--- config.mk ---
export PLATFORM = sky130hd
export DESIGN_NAME = pc_unit
export DESIGN_NICKNAME = d
export VERILOG_FILES = /design/src/rtl/fetch_pkg.sv /design/src/rtl/pc_redirect_merge.sv /design/src/rtl/pc_unit.sv
export SDC_FILE = /design/constraint.sdc
export NUM_CORES = 1
export LEC_CHECK = 0
export ABC_AREA = 1
export CORE_MARGIN = 1.5
export CORE_UTILIZATION = 50
export CTS_CLUSTER_SIZE = 20
export DETAILED_ROUTE_END_ITERATION = 6
export HOLD_SLACK_MARGIN = 0.08
export PLACE_DENSITY = 0.87
export SLEW_MARGIN = 5
export SYNTH_ARGS = -nofsm -noshare
export SYNTH_HDL_FRONTEND = slang
export SYNTH_SLANG_ARGS = --single-unit
--- constraint.sdc ---
create_clock -name clk -period 4 [get_ports clk]
set_input_delay 0.4 -clock clk [delete_from_list [all_inputs] [get_ports clk]]
set_output_delay 0.4 -clock clk [all_outputs]
set_load 0.02 [all_outputs]
--- src/rtl/fetch_pkg.sv ---
// Shared fetch-stage definitions: default widths and vectors, redirect
// class ranks and the PC unit state encoding.
package fetch_pkg;

  localparam int          XLEN_DEFAULT         = 32;
  localparam logic [31:0] RESET_VECTOR_DEFAULT = 32'h0000_0000;
  localparam logic [31:0] EXC_VECTOR_DEFAULT   = 32'h8000_0180;
  localparam int          INSTR_BYTES_DEFAULT  = 4;

  // Redirect class ranks. A higher value wins. The current and buffered
  // ranks never tie, so a strict compare decides every contest.
  typedef logic [1:0] rank_t;
  localparam rank_t RANK_BUF_BRJ = 2'd0;
  localparam rank_t RANK_CUR_BRJ = 2'd1;
  localparam rank_t RANK_BUF_EXC = 2'd2;
  localparam rank_t RANK_CUR_EXC = 2'd3;

  // PC unit states. BOOT marks the first edge after reset, RUN means the
  // buffer is empty and HELD means a redirect is buffered.
  localparam logic [1:0] ST_BOOT = 2'd0;
  localparam logic [1:0] ST_RUN  = 2'd1;
  localparam logic [1:0] ST_HELD = 2'd2;

endpackage

--- src/rtl/pc_redirect_merge.sv ---
// Combinational redirect merge. It picks the current request (exc > br > jmp),
// turns a misaligned br/jmp target into an exception-class request, and ranks
// the result against the buffered redirect.
module pc_redirect_merge
  import fetch_pkg::*;
#(
  parameter int               XLEN        = XLEN_DEFAULT,
  parameter logic [XLEN-1:0]  EXC_VECTOR  = XLEN'(EXC_VECTOR_DEFAULT),
  parameter int               INSTR_BYTES = INSTR_BYTES_DEFAULT
) (
  input  logic            br_taken,
  input  logic [XLEN-1:0] br_target,
  input  logic            jmp_valid,
  input  logic [XLEN-1:0] jmp_target,
  input  logic            exc_valid,
  input  logic            buf_valid,
  input  logic            buf_exc,
  input  logic [XLEN-1:0] buf_target,
  output logic            cur_valid,
  output logic            cur_exc,
  output logic [XLEN-1:0] cur_target,
  output logic            cur_misalign,
  output logic            take_cur,
  output logic            eff_valid,
  output logic [XLEN-1:0] eff_target
);

  localparam logic [XLEN-1:0] ALIGN_MASK = XLEN'(INSTR_BYTES - 1);

  logic            brj_valid;
  logic [XLEN-1:0] brj_target;
  rank_t           cur_rank;
  rank_t           buf_rank;

  // Choose the current request. A branch beats a jump in the same cycle. A
  // misaligned winner is turned into an exception before ranking.
  always_comb begin
    brj_valid    = br_taken | jmp_valid;
    brj_target   = br_taken ? br_target : jmp_target;
    cur_valid    = exc_valid | brj_valid;
    cur_exc      = 1'b0;
    cur_target   = brj_target;
    cur_misalign = 1'b0;
    if (exc_valid) begin
      cur_exc    = 1'b1;
      cur_target = EXC_VECTOR;
    end else if (brj_valid && ((brj_target & ALIGN_MASK) != '0)) begin
      cur_exc      = 1'b1;
      cur_target   = EXC_VECTOR;
      cur_misalign = 1'b1;
    end
  end

  // Rank the current request against the buffer. The winner is both the
  // redirect to apply and the request allowed to overwrite the buffer.
  always_comb begin
    cur_rank   = cur_exc ? RANK_CUR_EXC : RANK_CUR_BRJ;
    buf_rank   = buf_exc ? RANK_BUF_EXC : RANK_BUF_BRJ;
    take_cur   = cur_valid && (!buf_valid || (cur_rank > buf_rank));
    eff_valid  = cur_valid | buf_valid;
    eff_target = take_cur ? cur_target : buf_target;
  end

endmodule

--- src/rtl/pc_unit.sv ---
// Fetch PC register. It steps sequentially, takes ranked redirects, freezes
// on stall, and buffers one redirect that arrives while fetch is frozen.
module pc_unit
  import fetch_pkg::*;
#(
  parameter int               XLEN         = XLEN_DEFAULT,
  parameter logic [XLEN-1:0]  RESET_VECTOR = XLEN'(RESET_VECTOR_DEFAULT),
  parameter logic [XLEN-1:0]  EXC_VECTOR   = XLEN'(EXC_VECTOR_DEFAULT),
  parameter int               INSTR_BYTES  = INSTR_BYTES_DEFAULT
) (
  input  logic            clk,
  input  logic            rst,
  input  logic            stall,
  input  logic            br_taken,
  input  logic [XLEN-1:0] br_target,
  input  logic            jmp_valid,
  input  logic [XLEN-1:0] jmp_target,
  input  logic            exc_valid,
  output logic [XLEN-1:0] pc,
  output logic [XLEN-1:0] pc_plus,
  output logic            pc_valid,
  output logic            misalign,
  output logic            redirect_pending
);

  logic [1:0]      state;
  logic            buf_valid;
  logic            buf_exc;
  logic [XLEN-1:0] buf_target;

  logic            cur_valid;
  logic            cur_exc;
  logic [XLEN-1:0] cur_target;
  logic            cur_misalign;
  logic            take_cur;
  logic            eff_valid;
  logic [XLEN-1:0] eff_target;

  pc_redirect_merge #(
    .XLEN        (XLEN),
    .EXC_VECTOR  (EXC_VECTOR),
    .INSTR_BYTES (INSTR_BYTES)
  ) u_merge (
    .br_taken     (br_taken),
    .br_target    (br_target),
    .jmp_valid    (jmp_valid),
    .jmp_target   (jmp_target),
    .exc_valid    (exc_valid),
    .buf_valid    (buf_valid),
    .buf_exc      (buf_exc),
    .buf_target   (buf_target),
    .cur_valid    (cur_valid),
    .cur_exc      (cur_exc),
    .cur_target   (cur_target),
    .cur_misalign (cur_misalign),
    .take_cur     (take_cur),
    .eff_valid    (eff_valid),
    .eff_target   (eff_target)
  );

  // Sequential successor. It wraps modulo 2^XLEN and drops the carry out.
  always_comb begin
    pc_plus = pc + XLEN'(INSTR_BYTES);
  end

  assign redirect_pending = buf_valid;

  // PC, buffer and state update. Reset wins over stalls and pending redirects.
  always_ff @(posedge clk) begin
    if (rst) begin
      state      <= ST_BOOT;
      pc         <= RESET_VECTOR;
      pc_valid   <= 1'b0;
      misalign   <= 1'b0;
      buf_valid  <= 1'b0;
      buf_exc    <= 1'b0;
      buf_target <= '0;
    end else begin
      misalign <= 1'b0;
      case (state)
        ST_BOOT: begin
          pc_valid <= 1'b1;
          state    <= ST_RUN;
        end
        ST_RUN, ST_HELD: begin
          misalign <= take_cur & cur_misalign;
          if (stall) begin
            if (take_cur) begin
              buf_valid  <= 1'b1;
              buf_exc    <= cur_exc;
              buf_target <= cur_target;
              state      <= ST_HELD;
            end
          end else begin
            pc        <= eff_valid ? eff_target : pc_plus;
            buf_valid <= 1'b0;
            buf_exc   <= 1'b0;
            state     <= ST_RUN;
          end
        end
        default: begin
          state <= ST_RUN;
        end
      endcase
    end
  end

endmodule

Word-level counts from Yosys, hierarchy flattened --
Cells that the tools add are included.
Operators by class: magnitude comparators 1, multiplexer cells 17, equality and inequality tests 4, reductions and logical operators 12, bitwise gates (word level) 6, $add $sub $neg 1
Operators with widths (number):
- two-way mux 32 bit | 5
- adder 32 x 3 -> 32 bit (second input constant) | 1
- nonzero test 32 bit | 1
- two-way mux 1 bit | 10
- AND reduction 2 bit | 3
- two-way mux 2 bit | 2
- OR reduction 2 bit | 2
- inequality test 3 bit (second input constant) | 1
- OR 1 bit | 3
- OR reduction 3 bit | 1
- == test 2 x 1 -> 1 bit (second input constant) | 1
- == test 2 bit (second input constant) | 1
- greater-than comparator 2 bit | 1
- logical AND 1 bit | 2
- zero test 2 bit | 1
- inequality test 2 x 1 -> 1 bit (second input constant) | 1
- NOT 1 bit | 2
- bitwise AND 1 bit | 1
- zero test 1 bit | 1
- logical OR 1 bit | 1
Storage, ports and cells: bits of input ports 70, output and inout bits 67, flip-flop bits (word level) 70, word-level logic and storage cells 49

Longest topological paths before layout --
depth in word-level cells 12, mapped depth 12, depth with buffers taken out 12

Hierarchy --
Synthesis repeated with hierarchy kept, for this count alone.
Unflattened totals: cell total of the unflattened synthesis 791, area, all modules 4827.1 sq um
Modules (own cells, without submodules):
- pc_unit | instances 1, cells an instance 535, seq. area each 1401.3 sq um, area an instance 3654.8 sq um
- pc_redirect_merge | instances 1, cells an instance 256, seq. area each 0.0 sq um, area an instance 1172.4 sq um

Least setup slack after synthesis --
Ideal clock, no wire load.
path type flip-flop to output port, start point reg pc[2], end point out pc_plus[16], path buffers 0, setup slack 1.903 ns, stages on the path, launching flop included 6, required time 3.600 ns, arrival time 1.697 ns, path through dfxtp_1 > ha_1 > nand3_2 > nor2_1 > nand3_1 > xnor2_1
Between the ends: word-level cells in the longest chain between the ends 1
Ends and longest elaborated chain:
- start, declared | RTL line pc_unit.sv:19 | output logic [XLEN-1:0] pc,
- start signal, assigned | RTL line pc_unit.sv:95 | pc <= eff_valid ? eff_target : pc_plus;
- adder 32 x 3 -> 32 bit | RTL line pc_unit.sv:63 | pc_plus = pc + XLEN'(INSTR_BYTES);
- end, declared | RTL line pc_unit.sv:20 | output logic [XLEN-1:0] pc_plus,
No other way between the ends.

Worst setup path in the final report --
Same ends and word-level chain as after synthesis.

==> flow_metrics.py <==
metrics = {
    "final_layout": {
        "diodes": 0,
        "final_common_cell": "nand2_1",
        "nets": 974,
        "final_cell_mix": "nand2_1 (310), clkdlybuf4s50_1 (136), inv_1 (87), nand3_1 (77), nor2_1 (74)",
        "fillCellCount": 826,
        "drive_above_1_share": 0.0375,
        "final_util": 0.695,
        "area_growth_pct": 33.3,
    },
    "yosys": {
        "mappedNetlistNets": 858,
        "ys_warn_count": 0,
        "avgSynthCellArea_um2": 5.84,
        "synth_cell_types": 34,
        "ys_ff_latch": 70,
        "yosysSeqAreaShare": 0.305,
        "yosys.area.top_type": "dfxtp_1",
        "synthCells": 786,
        "yosysTopAreaCellShare": 0.305,
        "synth.cell_area_mm2": 0.00459,
        "synth.area.top_cells": "dfxtp_1 (31%), nand2_1 (25%), nand3_1 (8.4%)",
    },
    "detailed_routing": {
        "wl_per_cell_um": 14.2,
        "drcViolationCount": 11,
        "vias_per_cell": 5.31,
        "drt-initial-drc-count": 286,
        "drt_pass1_iterations": 7,
        "dr_total_vias": 5388,
        "drt-total-wl_mm": 14.4,
        "drtAntennaViolNets": 0,
    },
    "critical_path": {
        "crit_type": "reg2out",
        "critPathArrivalTime_ns": 2.83,
        "critPathCaptureType": "primary output",
        "crit_fanout": 7,
        "cp.required_ns": 3.60,
        "start_kind": "flip-flop",
    },
    "cts": {
        "cts-root-buf": "clkbuf_8",
        "path_clk_slew_ns": 0.08,
        "cts_resized": 0,
        "cts_tree": "built",
        "clockBufferDepth": 2,
        "cts-buffers-inserted": 9,
        "cts.sinks": 70,
        "cts_hold_buffers": 0,
        "clk_latency_ns": 0.36,
        "post_cts_buffers": 0,
        "cts-htree-levels": 3,
    },
    "placement": {
        "hpwlAfterDp_mm": 11.2,
        "gp_congestion": 0.968,
        "io_buffers": 136,
        "post-place-ws_ns": 0.829,
    },
    "power": {
        "vdd_drop_max_mv": 0.248,
        "power_density_mw_per_mm2": 288,
        "p_leak_nw": 2.57,
    },
    "grt": {
        "busiest_layer": "met2",
        "overflow": 0,
        "grt_max_degree": 34,
        "grtUsageMet2": 0.516,
        "grt_pass1_vias": 5044,
        "grt_pass1_wl_mm": 23.3,
        "antenna_found_initial": 0,
        "use_met1": 0.369,
        "met3_usage": 0.0539,
        "gr-usage-all-layers": 0.298,
    },
    "sta": {
        "fmax_mhz": 309,
        "finClkSkew_ns": 0.0132,
        "fin_ws_ns": 0.765,
        "rsz0062_at_grt": "no",
        "final_hold_viol_count": 0,
        "tightest_slew_ns": 0.845,
        "fin_crit_ns": 3.23,
        "tns_ns": 0,
        "holdWs_ns": 0.441,
        "setup_viol": 0,
        "drv_slew": 0,
        "finalCritPeriodShare": 0.809,
        "slew_headroom": 0.436,
    },
    "outcome": {
        "status": "finished with violations",
        "violations": "design-rule violations",
    },
    "min_path": {
        "hold_class": "reg2reg",
    },
    "floorplanning": {
        "num_rows": 34,
        "start_util": 0.521,
        "die_h_um": 98.8,
        "core_area_mm2": 0.00881,
        "io_pins": 137,
        "die-area_mm2": 0.00977,
        "die_w_um": 98.8,
    },
    "flow_run": {
        "cap_viol_max_count": 0,
    },
}
==> state kept, by name, summed over array words and instances (netlist names) <==
signal / count
pc: 32
buf_target: 32
pc_valid: 1
state: 2
buf_exc: 1
misalign: 1
redirect_pending: 1
==> final cells by class <==
class / instances / area, um2 / area share
multi-input combinational: 590 / 2660 / 0.435
clock buffer: 11 / 151 / 0.0247
sequential: 70 / 1400 / 0.229
clock inverter: 4 / 31.3 / 0.00511
inverter: 90 / 340 / 0.0556
timing repair buffer: 141 / 1400 / 0.229
tap: 108 / 135 / 0.0221
==> metal layers <==
layer	vias up	part of all wire
met5	-	0
li1	2710	-
met2	202	0.48
met3	42	0.062
met4	0	0.033
met1	2434	0.43
==> cells by family (layout without fill, tap and decap cells) <==
kind of cell             after synthesis  after routing  share of synthesized area
flip-flops                            70             70                      0.305
AND/OR/NAND/NOR                      491            491                      0.447
AO/OA/AOI/OAI                         85             85                      0.105
buffers and inverters                126            246                      0.115
XOR/XNOR                              12             12                     0.0229
adder cells (fa/ha/maj)                2              2                    0.00545
==> worst paths after layout <==
path | slack [ns] | end | start | cells after the start
worst max-delay path | 0.77 | pc_plus[16] | pc[2] | 6
worst min-delay path | 0.44 | buf_target[1] | buf_target[1] | 2
worst max register to register | 1.63 | pc[11] | state[0] | 11
worst min register to register | 0.44 | buf_target[1] | buf_target[1] | 2
==> report_power, final <==
group | total [mW] | internal, mW | switching, mW
clock network | 0.536 | 0.257 | 0.278
logic | 0.451 | 0.194 | 0.257
registers | 0.777 | 0.740 | 0.0373
==> through the flow <==
stage | total power [mW] | cells | area (um2)
after floorplan | 1.05 | 786 | 4590
after global placement | 1.23 | 999 | 5940
after detailed placement | 1.24 | 999 | 5940
after CTS | 1.76 | 1014 | 6120
after global routing | 1.84 | 1014 | 6120
final | 1.76 | 1014 | 6120
==> cell usage after synthesis <==
| cell type | n |
|---|---|
| inv_1 | 87 |
| a2111oi_0 | 1 |
| nor2_4 | 1 |
| buf_4 | 7 |
| o22ai_1 | 14 |
| buf_6 | 2 |
| inv_4 | 1 |
| xor2_1 | 9 |
| nand3_2 | 1 |
| o21bai_1 | 1 |
| and2_1 | 2 |
| nand3b_1 | 1 |
| nand3_1 | 77 |
| nand2_1 | 310 |
| clkbuf_1 | 16 |
| o21ai_0 | 22 |
| nand4_2 | 1 |
| xnor2_1 | 3 |
| nand4_1 | 17 |
| a21oi_1 | 38 |
| o211ai_1 | 1 |
| nor2_1 | 74 |
| a21boi_0 | 1 |
| buf_1 | 1 |
| o21ai_4 | 1 |
| nor2_2 | 1 |
| buf_2 | 10 |
| nand2_2 | 4 |
| ha_1 | 2 |
| inv_2 | 2 |
| nand4_4 | 1 |
| dfxtp_1 | 70 |
| a22oi_1 | 6 |
| nand2_4 | 1 |
==> critical path, stage by stage, from the launching register on <==
cell             delay [ns]
dfxtp_1                0.47
ha_1                   0.36
nand3_2                0.18
nor2_1                 0.37
nand3_1                0.17
xnor2_1                0.27
clkdlybuf4s50_1        0.65
No activity file was read; power rests on OpenSTA's default activity.
